$ cat config.mk
export PLATFORM = sky130hd
export DESIGN_NAME = avalon_st_rr_arbiter_16_flat
export DESIGN_NICKNAME = d
export VERILOG_FILES = /design/src/rtl/avalon_st_rr_arbiter_16_if.sv /design/src/rtl/avalon_st_rr_arbiter_16.sv /design/src/flat_wrapper.sv
export SDC_FILE = /design/constraint.sdc
export NUM_CORES = 1
export LEC_CHECK = 0
export BUFFER_PORTS_ARGS = -buffer_cell sky130_fd_sc_hd__buf_2
export CAP_MARGIN = 30
export CELL_PAD_IN_SITES_DETAIL_PLACEMENT = 0
export CELL_PAD_IN_SITES_GLOBAL_PLACEMENT = 2
export CORE_MARGIN = 1
export CORE_UTILIZATION = 15
export DETAILED_ROUTE_END_ITERATION = 8
export GPL_ROUTABILITY_DRIVEN = 0
export GPL_TIMING_DRIVEN = 0
export PLACE_DENSITY = 0.76
export SYNTH_ARGS = -nofsm -noshare
export SYNTH_HDL_FRONTEND = slang
export SYNTH_SLANG_ARGS = --single-unit
$ cat constraint.sdc
create_clock -name clock -period 1.3 [get_ports clock]
set_input_delay 0.13 -clock clock [delete_from_list [all_inputs] [get_ports clock]]
set_output_delay 0.13 -clock clock [all_outputs]
set_load 0.02 [all_outputs]
$ cat src/rtl/avalon_st_rr_arbiter_16_if.sv
// Ready/valid bundle between NUM_CH word sources, the arbiter and one downstream sink.
// The out_channel signal exists only when ARB_CHANNEL_OUT_EN is defined.
`timescale 1ns/1ps

interface avalon_st_rr_arbiter_16_if #(
    parameter int NUM_CH = 2,
    parameter int DATA_W = 16
);
    localparam int IDX_W = (NUM_CH > 1) ? $clog2(NUM_CH) : 1;

    logic [NUM_CH-1:0]        in_ready;
    logic [NUM_CH-1:0]        in_valid;
    logic [NUM_CH*DATA_W-1:0] in_data;
    logic                     out_ready;
    logic                     out_valid;
    logic [DATA_W-1:0]        out_data;
`ifdef ARB_CHANNEL_OUT_EN
    logic [IDX_W-1:0]         out_channel;

    modport slave  (output in_ready, input in_valid, input in_data,
                    input out_ready, output out_valid, output out_data, output out_channel);
    modport master (input in_ready, output in_valid, output in_data,
                    output out_ready, input out_valid, input out_data, input out_channel);
`else
    modport slave  (output in_ready, input in_valid, input in_data,
                    input out_ready, output out_valid, output out_data);
    modport master (input in_ready, output in_valid, output in_data,
                    output out_ready, input out_valid, input out_data);
`endif
endinterface

$ cat src/rtl/avalon_st_rr_arbiter_16.sv
// Round-robin ready/valid scheduler sharing one word sink between NUM_CH sources, with bounded bursts.
// Optional macro ARB_CHANNEL_OUT_EN adds out_channel (granted index) to the interface.
`timescale 1ns/1ps

module avalon_st_rr_arbiter_16 #(
    parameter int NUM_CH    = 2,
    parameter int BURST_LEN = 4,
    parameter int DATA_W    = 16
) (
    input  logic                      clock,
    input  logic                      reset,
    avalon_st_rr_arbiter_16_if.slave  bus
);
    localparam int IDX_W = $clog2(NUM_CH);
    localparam int CNT_W = $clog2(BURST_LEN) + 1;
    localparam logic [IDX_W:0]   NUM_CH_W  = (IDX_W+1)'(NUM_CH);
    localparam logic [IDX_W-1:0] LAST_CH   = IDX_W'(NUM_CH - 1);
    localparam logic [CNT_W-1:0] LAST_BEAT = CNT_W'(BURST_LEN - 1);

    typedef enum logic {IDLE, GRANTED} state_t;

    state_t           state_q;
    logic [IDX_W-1:0] grant_q;
    logic [IDX_W-1:0] rrPtr_q;
    logic [CNT_W-1:0] beatCnt_q;

    logic [IDX_W-1:0] grant_d;
    logic [IDX_W-1:0] rrPtr_d;
    logic [IDX_W:0]   idx;
    logic             anyValid;
    logic             grantValid;
    logic             beat;
    logic             lastBeat;

    // Scan from the farthest candidate back to rrPtr so the nearest requester wins.
    always_comb begin
        grant_d  = rrPtr_q;
        anyValid = 1'b0;
        idx      = '0;
        for (int k = NUM_CH - 1; k >= 0; k--) begin
            idx = {1'b0, rrPtr_q} + (IDX_W+1)'(k);
            if (idx >= NUM_CH_W) begin
                idx = idx - NUM_CH_W;
            end
            if (bus.in_valid[idx[IDX_W-1:0]]) begin
                grant_d  = idx[IDX_W-1:0];
                anyValid = 1'b1;
            end
        end
    end

    assign rrPtr_d    = (grant_q == LAST_CH) ? '0 : grant_q + IDX_W'(1);
    assign grantValid = bus.in_valid[grant_q];
    assign beat       = (state_q == GRANTED) && grantValid && bus.out_ready;
    assign lastBeat   = (beatCnt_q == LAST_BEAT);

    // A stall (valid without out_ready) keeps both grant and beat count.
    always_ff @(posedge clock or posedge reset) begin
        if (reset) begin
            state_q   <= IDLE;
            grant_q   <= '0;
            rrPtr_q   <= '0;
            beatCnt_q <= '0;
        end else begin
            case (state_q)
                IDLE: begin
                    if (anyValid) begin
                        state_q   <= GRANTED;
                        grant_q   <= grant_d;
                        beatCnt_q <= '0;
                    end
                end
                GRANTED: begin
                    if ((beat && lastBeat) || !grantValid) begin
                        state_q   <= IDLE;
                        rrPtr_q   <= rrPtr_d;
                        beatCnt_q <= '0;
                    end else if (beat) begin
                        beatCnt_q <= beatCnt_q + CNT_W'(1);
                    end
                end
                default: state_q <= IDLE;
            endcase
        end
    end

    always_comb begin
        bus.in_ready  = '0;
        bus.out_valid = 1'b0;
        bus.out_data  = '0;
`ifdef ARB_CHANNEL_OUT_EN
        bus.out_channel = '0;
`endif
        if (state_q == GRANTED) begin
            bus.in_ready[grant_q] = bus.out_ready;
            bus.out_valid         = grantValid;
            bus.out_data          = bus.in_data[int'(grant_q)*DATA_W +: DATA_W];
`ifdef ARB_CHANNEL_OUT_EN
            bus.out_channel       = grant_q;
`endif
        end
    end
endmodule

$ cat src/flat_wrapper.sv
// flat-port wrapper written by rule: the top's interface ports become plain ports
module avalon_st_rr_arbiter_16_flat 
#(
    parameter int NUM_CH    = 2,
    parameter int BURST_LEN = 4,
    parameter int DATA_W    = 16
)
  (clock, reset, bus_in_ready, bus_in_valid, bus_in_data, bus_out_ready, bus_out_valid, bus_out_data);
  avalon_st_rr_arbiter_16_if #(.NUM_CH(NUM_CH), .DATA_W(DATA_W)) bus_i ();
  input  logic clock;
  input  logic reset;
  output wire logic [$bits(bus_i.in_ready)-1:0] bus_in_ready;
  input wire logic [$bits(bus_i.in_valid)-1:0] bus_in_valid;
  input wire logic [$bits(bus_i.in_data)-1:0] bus_in_data;
  input wire logic [$bits(bus_i.out_ready)-1:0] bus_out_ready;
  output wire logic [$bits(bus_i.out_valid)-1:0] bus_out_valid;
  output wire logic [$bits(bus_i.out_data)-1:0] bus_out_data;
  assign bus_in_ready = bus_i.in_ready;
  assign bus_i.in_valid = bus_in_valid;
  assign bus_i.in_data = bus_in_data;
  assign bus_i.out_ready = bus_out_ready;
  assign bus_out_valid = bus_i.out_valid;
  assign bus_out_data = bus_i.out_data;
  avalon_st_rr_arbiter_16 #(.NUM_CH(NUM_CH), .BURST_LEN(BURST_LEN), .DATA_W(DATA_W)) u_core (.clock(clock), .reset(reset), .bus(bus_i));
endmodule
==> reports/results.txt, run 1 <==
The number of diodes came out at 0. Yosys attributes the largest share of cell area to mux2i_1 27%, dfrtp_1 26%, nor2_1 12%. Of the post-synthesis cell area, the dominant cell type holds 27.5%. The critical path is of the flip-flop to output port type. Measured against its own limit, the worst slew margin works out to 81.3%.

The run gives 22 as the site row count. The smallest clock period supported by the final layout is computed as 1.36 ns. CTS saw 6 sinks.

Of all flip-flops after synthesis, the portion carrying an async set or reset was 100%. The clock network accounts for 14.0% of the total power. The total length of routed wires was 1.81 mm.

Initial antenna violation count: 0. For the part of the Yosys area used for sequential elements, the log shows 25.8%. The run gives 929 µW as the net switching power. The area of the placeable core is 0.00369 mm², and the half-perimeter wire length after detailed placement is 1.46 mm. The switching portion of total power is 45.7%, and the number of nets produced by synthesis is 109. The run finished, with violations left. The detail route stage leaves a number of antenna-violating nets equal to 0. After synthesis the netlist holds a flip-flop and latch count of 6. Dividing the final minimum period by the clock period gives 104%. In this run the worst path has a maximum fanout of 10.

In this run the static leakage power is 0.600 nW. Cells with a size suffix above 1 make up 56.5% of the layout. The arrival time of the worst setup path came out at 1.23 ns.

The run gives -0.0524 ns as the worst setup slack after placement. Power share of the combinational group: 70.5%. For the worst flop-to-flop path, the logic depth is 4. For the max-cap check violation count, the log shows 0.

The CTS root buffer is clkbuf_8. Cells fill 28.7% of the core in the end. The library cell with the highest instance count after synthesis was nor2_1.

The most common flop cell mapped by yosys is dfrtp_1. Across every metal layer, demand over resource in global routing totals 8.47%. Kind of start point of the critical path: a flip-flop. During I/O placement, the number of pins put on the boundary was 56. Walking the worst path, the cells encountered are buf_8 -> mux2i_1 -> nor2_1 -> buf_2.

The hold violation count in the final report was 0; the number of buffers added by the clock tree synthesis step was 3. Global routing finished with a remaining overflow of 0. Number of setup violations in the final report: 17.

Via count of the first global-routing pass: 611. The overall die height is 64.3 µm, and the per-cell routed wire length is 10.1 µm. The max-slew violation count is 0, and the distinct cell type count of the synthesized netlist is 22.

The tools report the maximum level of the CTS H-tree as 1. At the worst endpoint, the required time is 1.17 ns. The class of the worst hold path is input port to flip-flop. The worst-case setup margin in the final layout was -0.0583 ns; the number of buffers inserted by port buffering was 55.

In the routed layout, each cell is associated on average with a via count of 3.88. Setup repair after global routing could not meet its margin everywhere. In this run the register-to-register setup slack is 0.03 ns. The worst-case IR drop observed on VDD is 492 µV. For the pin count of the biggest net entering global routing, the log shows 11. The post-synthesis cell type with the largest combined area was mux2i_1. In the routed design, unresolved DRC markers number 0. The routed layout has 695 vias. End point of the worst hold path: u_core.grant_q$_DFFE_PP0P_. The cell area that synthesis handed to floorplanning was 583 µm². The startpoint of the worst hold path was bus_in_valid[0]. Yosys printed 0 warnings. TritonCTS built the clock tree.

Counting every instance in the synthesized netlist gives 70. The count of nets after finishing was 172; the area added between synthesis and finish was 81.5%. Per report_power, the sequential group accounts for 15.5% of the total. The final setup skew is 0.000165 ns, and the die outline width is 64.3 µm. The die covers 0.00414 mm².

For the pin with the worst max-slew slack, the measured transition is 0.278 ns. Number of synthesized flops with an enable pin: 0. The maximum cell stage delay along the critical path works out to 0.43 ns. The internal portion of the total power is 1.11 mW.

The first detailed-routing pass took 2 iterations. For this run, the top clock speed supported by timing is 736 MHz. For this design the ratio of total power to cell area is 1920 mW/mm². By count the netlist is led by 19 x nor2_1, 16 x mux2i_1, 6 x dfrtp_1. The insertion delay of the later-clocked pin in the worst-skew pair is 0.22 ns. The worst-path cell with the longest stage delay is dfrtp_2. The global-route wire length before repair came out at 2.71 mm. The worst register-to-register path ends at u_core.beatCnt_q[0]$_DFFE_PP0P_. Dividing the synthesized area by the synthesized cell count gives 8.33 µm². The count of routing violations after the opening detailed-route iteration is 9, and the clock-pin slew of the registers on the worst-case setup and hold paths is 0.04 ns. The final reports fail on negative setup slack.

For this configuration, the core starts out at a cell density of 15.8%. STA classifies the critical path endpoint as an output port. In this run the critical register-to-register path is launched from u_core.state_q$_DFF_PP0_. The worst-case clock buffer depth is 2. The worst hold path passes through 2 cells.
## repair_timing
action | CTS | global route
pin swaps | 0 | 0
hold endpoints to repair | 6 | 0
hold buffers | 1 | 0
setup endpoints to repair | 21 | 20
resized for setup | 14 | 6
buffers inserted | 1 | 1
## power groups by stage
| stage | clock network [mW] | registers [mW] | logic, mW |
|---|---|---|---|
| floorplan | 0 | 0.290 | 0.901 |
| global placement | 0 | 0.302 | 1.25 |
| finish | 0.284 | 0.315 | 1.44 |
| CTS | 0.290 | 0.311 | 1.40 |
| detailed placement | 0 | 0.303 | 1.26 |
| global route | 0.304 | 0.323 | 1.56 |
## final cells by class
class                           count  area, µm²
Fill cell                         418       2630
Multi-Input combinational cell     56        429
Timing Repair Buffer               58        309
Sequential cell                     6        151
Tap cell                           48       60.1
Buffer                              4       52.6
Clock buffer                        3       41.3
Inverter                            4       15.0
## sequential cells by signal, indices dropped and copies added, names as in the netlist
name,count
u_core.beatCnt_q,3
u_core.grant_q,1
u_core.rrPtr_q,1
u_core.state_q,1
## worst max path at each step
stage,end,from,cells after the start
6_report,bus_out_data[15],u_core.grant_q$_DFFE_PP0P_,4
5_1_grt,bus_out_data[13],u_core.grant_q$_DFFE_PP0P_,4
4_1_cts,bus_out_data[15],u_core.grant_q$_DFFE_PP0P_,4
3_5_place_dp,u_core.rrPtr_q$_DFFE_PP0P_,u_core.beatCnt_q[0]$_DFFE_PP0P_,5
3_3_place_gp,u_core.rrPtr_q$_DFFE_PP0P_,u_core.beatCnt_q[0]$_DFFE_PP0P_,5
2_1_floorplan,u_core.rrPtr_q$_DFFE_PP0P_,u_core.beatCnt_q[0]$_DFFE_PP0P_,5
## metal layers
metal,wire [µm],global-route usage (%),vias to the layer above
li1,-,-,367
met1,793,10.1,303
met2,889,14.3,23
met3,121,2.68,2
met4,4,2.50,0
met5,0,0,-
## logic make-up (layout without fill, tap and decap cells)
kind of cell / count (synthesis) / count (layout) / share of synthesized area [%]
and+or+nand+nor: 24 / 24 / 17.4
muxes: 18 / 18 / 31.8
AOI/OAI and AO/OA: 12 / 12 / 14.8
buffers and inverters: 8 / 69 / 6.01
DFF: 6 / 6 / 25.8
adders and majority gates: 2 / 2 / 4.29
## cell usage in the layout (no fill, tap or decap), drive strengths merged, types with 2 or more instances in the layout
| cell type | count |
|---|---|
| o21ai | 2 |
| buf | 61 |
| clkbuf | 3 |
| a21oi | 3 |
| mux2i | 17 |
| inv | 4 |
| dfrtp | 6 |
| nand2 | 2 |
| nor2 | 19 |
| ha | 2 |
| a22o | 2 |
## critical path, delay by kind of cell (launching register included)
| kind | cells | cell delay, ns |
|---|---|---|
| buffers and inverters | 2 | 0.32 |
| flip-flops | 1 | 0.43 |
| multiplexers | 1 | 0.20 |
| AND/OR/NAND/NOR | 1 | 0.05 |
## metrics by stage
step / TNS (ns) / power, mW / std cells / hold slack, ns / instance area [µm²]
after floorplan: 0 / 1.19 / 70 / -0.0790 / 583
after global placement: -0.287 / 1.55 / 173 / 0.0622 / 918
after detailed placement: -0.475 / 1.56 / 173 / 0.0637 / 918
after CTS: -0.787 / 2.00 / 178 / 0.177 / 1030
after global routing: -1.86 / 2.19 / 179 / 0.215 / 1060
final: -0.632 / 2.04 / 179 / 0.182 / 1060
Note: power is estimated with default switching activity, not from simulation.
==> run 2: changes to the inputs <==
--- a/config.mk
+++ b/config.mk
@@ -15,6 +15,7 @@
 export GPL_ROUTABILITY_DRIVEN = 0
 export GPL_TIMING_DRIVEN = 0
 export PLACE_DENSITY = 0.76
+export SKIP_LAST_GASP = 1
 export SYNTH_ARGS = -nofsm -noshare
 export SYNTH_HDL_FRONTEND = slang
 export SYNTH_SLANG_ARGS = --single-unit
==> reports/results.txt, run 2 (synthesis gave the netlist of run 1 again) <==
Worst ir drop on vdd: 492 µV (about the same). The worst-case headroom to the max-slew limit was 81.3% (unchanged). Class of the worst hold path: input port to flip-flop (unchanged). The met1 routing resource usage after global routing came out at 10.1% (unchanged). The initial standard-cell utilization of the core was 15.8% (unchanged). The run gives 70.4% (was 70.5%) as the power share of the combinational group.

Busiest layer in global routing: met2 (unchanged). The overall die height is 64.3 µm (unchanged), and the max-slew violation count is 0 (unchanged). The logs give 56 (unchanged) for the I/O pin total and 28.5% (was 28.7%) for the final cell utilization of the core.

Violations in the final reports: negative setup slack (unchanged). The via count of the first global-routing pass is 611 (unchanged), and the fraction of layout instances using a drive strength above 1 is 56.5% (unchanged). For the fmax, the log shows 736 MHz (unchanged).

The clock period minus final worst setup slack came out at 1.36 ns (unchanged). The insertion delay of the later-clocked pin in the worst-skew pair is 0.22 ns (about the same). The maximum cell stage delay along the critical path came out at 0.43 ns (about the same). Leading cell types in the layout, fill and taps excluded: 54 x buf_2, 19 x nor2_1, 16 x mux2i_1 (was 53 x buf_2, 19 x nor2_1, 16 x mux2i_1). The tools report the remaining number of nets flagged by the antenna check after routing as 0 (unchanged). The final setup skew came out at 0.000165 ns (unchanged).

Top register by number of flip-flops: u_core.beatCnt_q (unchanged). The part of the power in the clock network is 14.1% (was 14.0%). The transition time of the tightest slew-check pin is 0.278 ns (unchanged). The number of diodes came out at 0 (unchanged).

The area of the placeable core came out at 0.00369 mm² (unchanged). Ordered cell list for the critical path: buf_8 -> mux2i_1 -> nor2_1 -> buf_2 (unchanged). The logs give 11 (unchanged) for the pin count of the biggest net entering global routing and 0.599 nW (was 0.600 nW) for the static leakage power.

Worst-case clock buffer depth: 2 (unchanged). The flow ran to the end, but the final reports show violations. The worst-case setup margin in the final layout was -0.0583 ns (unchanged); the initial antenna violation count was 0 (unchanged). The tools report the CTS root buffer as clkbuf_8 (unchanged). The total vias in the final route is 695 (unchanged), and the half-perimeter wire length after detailed placement is 1.46 mm (unchanged). The tools report the count of routing violations after the opening detailed-route iteration as 9 (unchanged).

The via density per instance was 3.88 (unchanged); the site row count was 22 (unchanged). The first-pass detailed-route iteration total is 2 (unchanged). The net switching power is 927 µW (was 929 µW). Setup repair after global routing could not meet its margin everywhere.

TritonCTS built the clock tree. The buffering stage count on the worst path with inverters included was 2 (unchanged). The run gives 1.81 mm (about the same) as the total length of routed wires. The logs give 3 (unchanged) for the number of buffers added by the clock tree synthesis step and 0 (unchanged) for the leftover overflow at the end of global routing.

The switching portion of total power was 45.8% (was 45.7%); the largest fanout of any net on the critical path was 10 (unchanged). The count of filler cells inserted in the layout was 419 (was 418). Worst-path cell with the longest stage delay: dfrtp_2 (unchanged). The number of setup violations in the final report is 17 (unchanged), and the die outline width is 64.3 µm (unchanged).

The clock-pin slew of the registers on the worst-case setup and hold paths is 0.04 ns (about the same), and the count of nets after finishing is 172 (unchanged). For the die area, the log shows 0.00414 mm² (unchanged). The worst endpoint required time was 1.17 ns (about the same). The global-route wire length before repair is 2.71 mm (unchanged), and the area added between synthesis and finish is 80.5% (was 81.5%).

The DRC violations left came out at 0 (unchanged). Number of buffers inserted by port buffering: 55 (unchanged). The kind of start point of the critical path was a flip-flop (unchanged). For the register-to-register path setup slack, the log shows 0.03 ns (about the same). Maximum level of the CTS H-tree: 1 (unchanged).

The tools report the hold violation count in the final report as 0 (unchanged). The max-cap check violation count is 0 (unchanged), and the met2 layer usage reported by global route is 14.3% (unchanged). The power per cell area was 1920 mW/mm² (about the same); the number of flip-flops in the largest register was 3 (unchanged). The aggregate negative setup slack came out at -0.632 ns (unchanged). The run gives 8.47% (unchanged) as the total routing resource utilization after global routing. The final clock period utilization by the worst path was 104% (unchanged). Critical path class: flip-flop to output port (unchanged). The internal power component came out at 1.10 mW (was 1.11 mW). The arrival time of the worst setup path was 1.23 ns (about the same). The endpoint class of the critical path was an output port (unchanged).

The share of total power in sequential cells came out at 15.6% (was 15.5%). For the number of sinks driven by the clock tree, the log shows 6 (unchanged). Per-cell routed wire length: 10.1 µm (about the same). The family with the most delay on the worst path was flip-flops (unchanged). The commonest non-fill, non-tap cell in the layout is buf_2 (unchanged).

The run gives 2.68% (unchanged) as the met3 usage in global routing.
==> run 2: worst paths after layout <==
path,start,to,cells after the start
worst max-delay path,u_core.grant_q$_DFFE_PP0P_,bus_out_data[15],4
worst min-delay path,bus_in_valid[0],u_core.grant_q$_DFFE_PP0P_,2
min in group asynchronous,reset,u_core.beatCnt_q[1]$_DFFE_PP0P_,3
max in group asynchronous,reset,u_core.grant_q$_DFFE_PP0P_,3
worst max register to register,u_core.state_q$_DFF_PP0_,u_core.beatCnt_q[0]$_DFFE_PP0P_,4
worst min register to register,u_core.beatCnt_q[2]$_DFFE_PP0P_,u_core.beatCnt_q[2]$_DFFE_PP0P_,1
==> run 2: per-layer routing <==
layer	share of wire (%)	up-vias
li1	-	367
met1	44	303
met2	49	23
met3	6.7	2
met4	0.22	0
met5	0	-
==> run 2: what timing repair did <==
item / 4_1_cts / 5_1_grt
setup endpoints to repair: 21 / 20
pin swaps: 0 / 0
hold buffers: 1 / 0
resized for setup: 14 / 4
hold endpoints to repair: 6 / 0
buffers inserted: 1 / 1
==> run 2: cell type report <==
type / instances / area [µm²] / area share, %
Timing Repair Buffer: 58 / 303 / 28.8
Sequential cell: 6 / 151 / 14.4
Tap cell: 48 / 60.1 / 5.71
Inverter: 4 / 15.0 / 1.43
Clock buffer: 3 / 41.3 / 3.92
Buffer: 4 / 52.6 / 4.99
Multi-Input combinational cell: 56 / 429 / 40.8
==> run 2: through the flow <==
| stage | hold WS (ns) | power [mW] | instances | area, µm² | setup WS (ns) |
|---|---|---|---|---|---|
| floorplan | -0.0790 | 1.19 | 70 | 583 | 0.0256 |
| global placement | 0.0622 | 1.55 | 173 | 918 | -0.0385 |
| detailed placement | 0.0637 | 1.56 | 173 | 918 | -0.0524 |
| CTS | 0.177 | 2.00 | 178 | 1030 | -0.0693 |
| global route | 0.215 | 2.17 | 179 | 1050 | -0.139 |
| finish | 0.182 | 2.02 | 179 | 1050 | -0.0583 |
==> run 2: power by group through the flow <==
stage | clock, mW | sequential [mW] | combinational [mW]
after floorplan | 0 | 0.290 | 0.901
after global routing | 0.304 | 0.323 | 1.55
after global placement | 0 | 0.302 | 1.25
after detailed placement | 0 | 0.303 | 1.26
final | 0.284 | 0.315 | 1.42
after CTS | 0.290 | 0.311 | 1.40
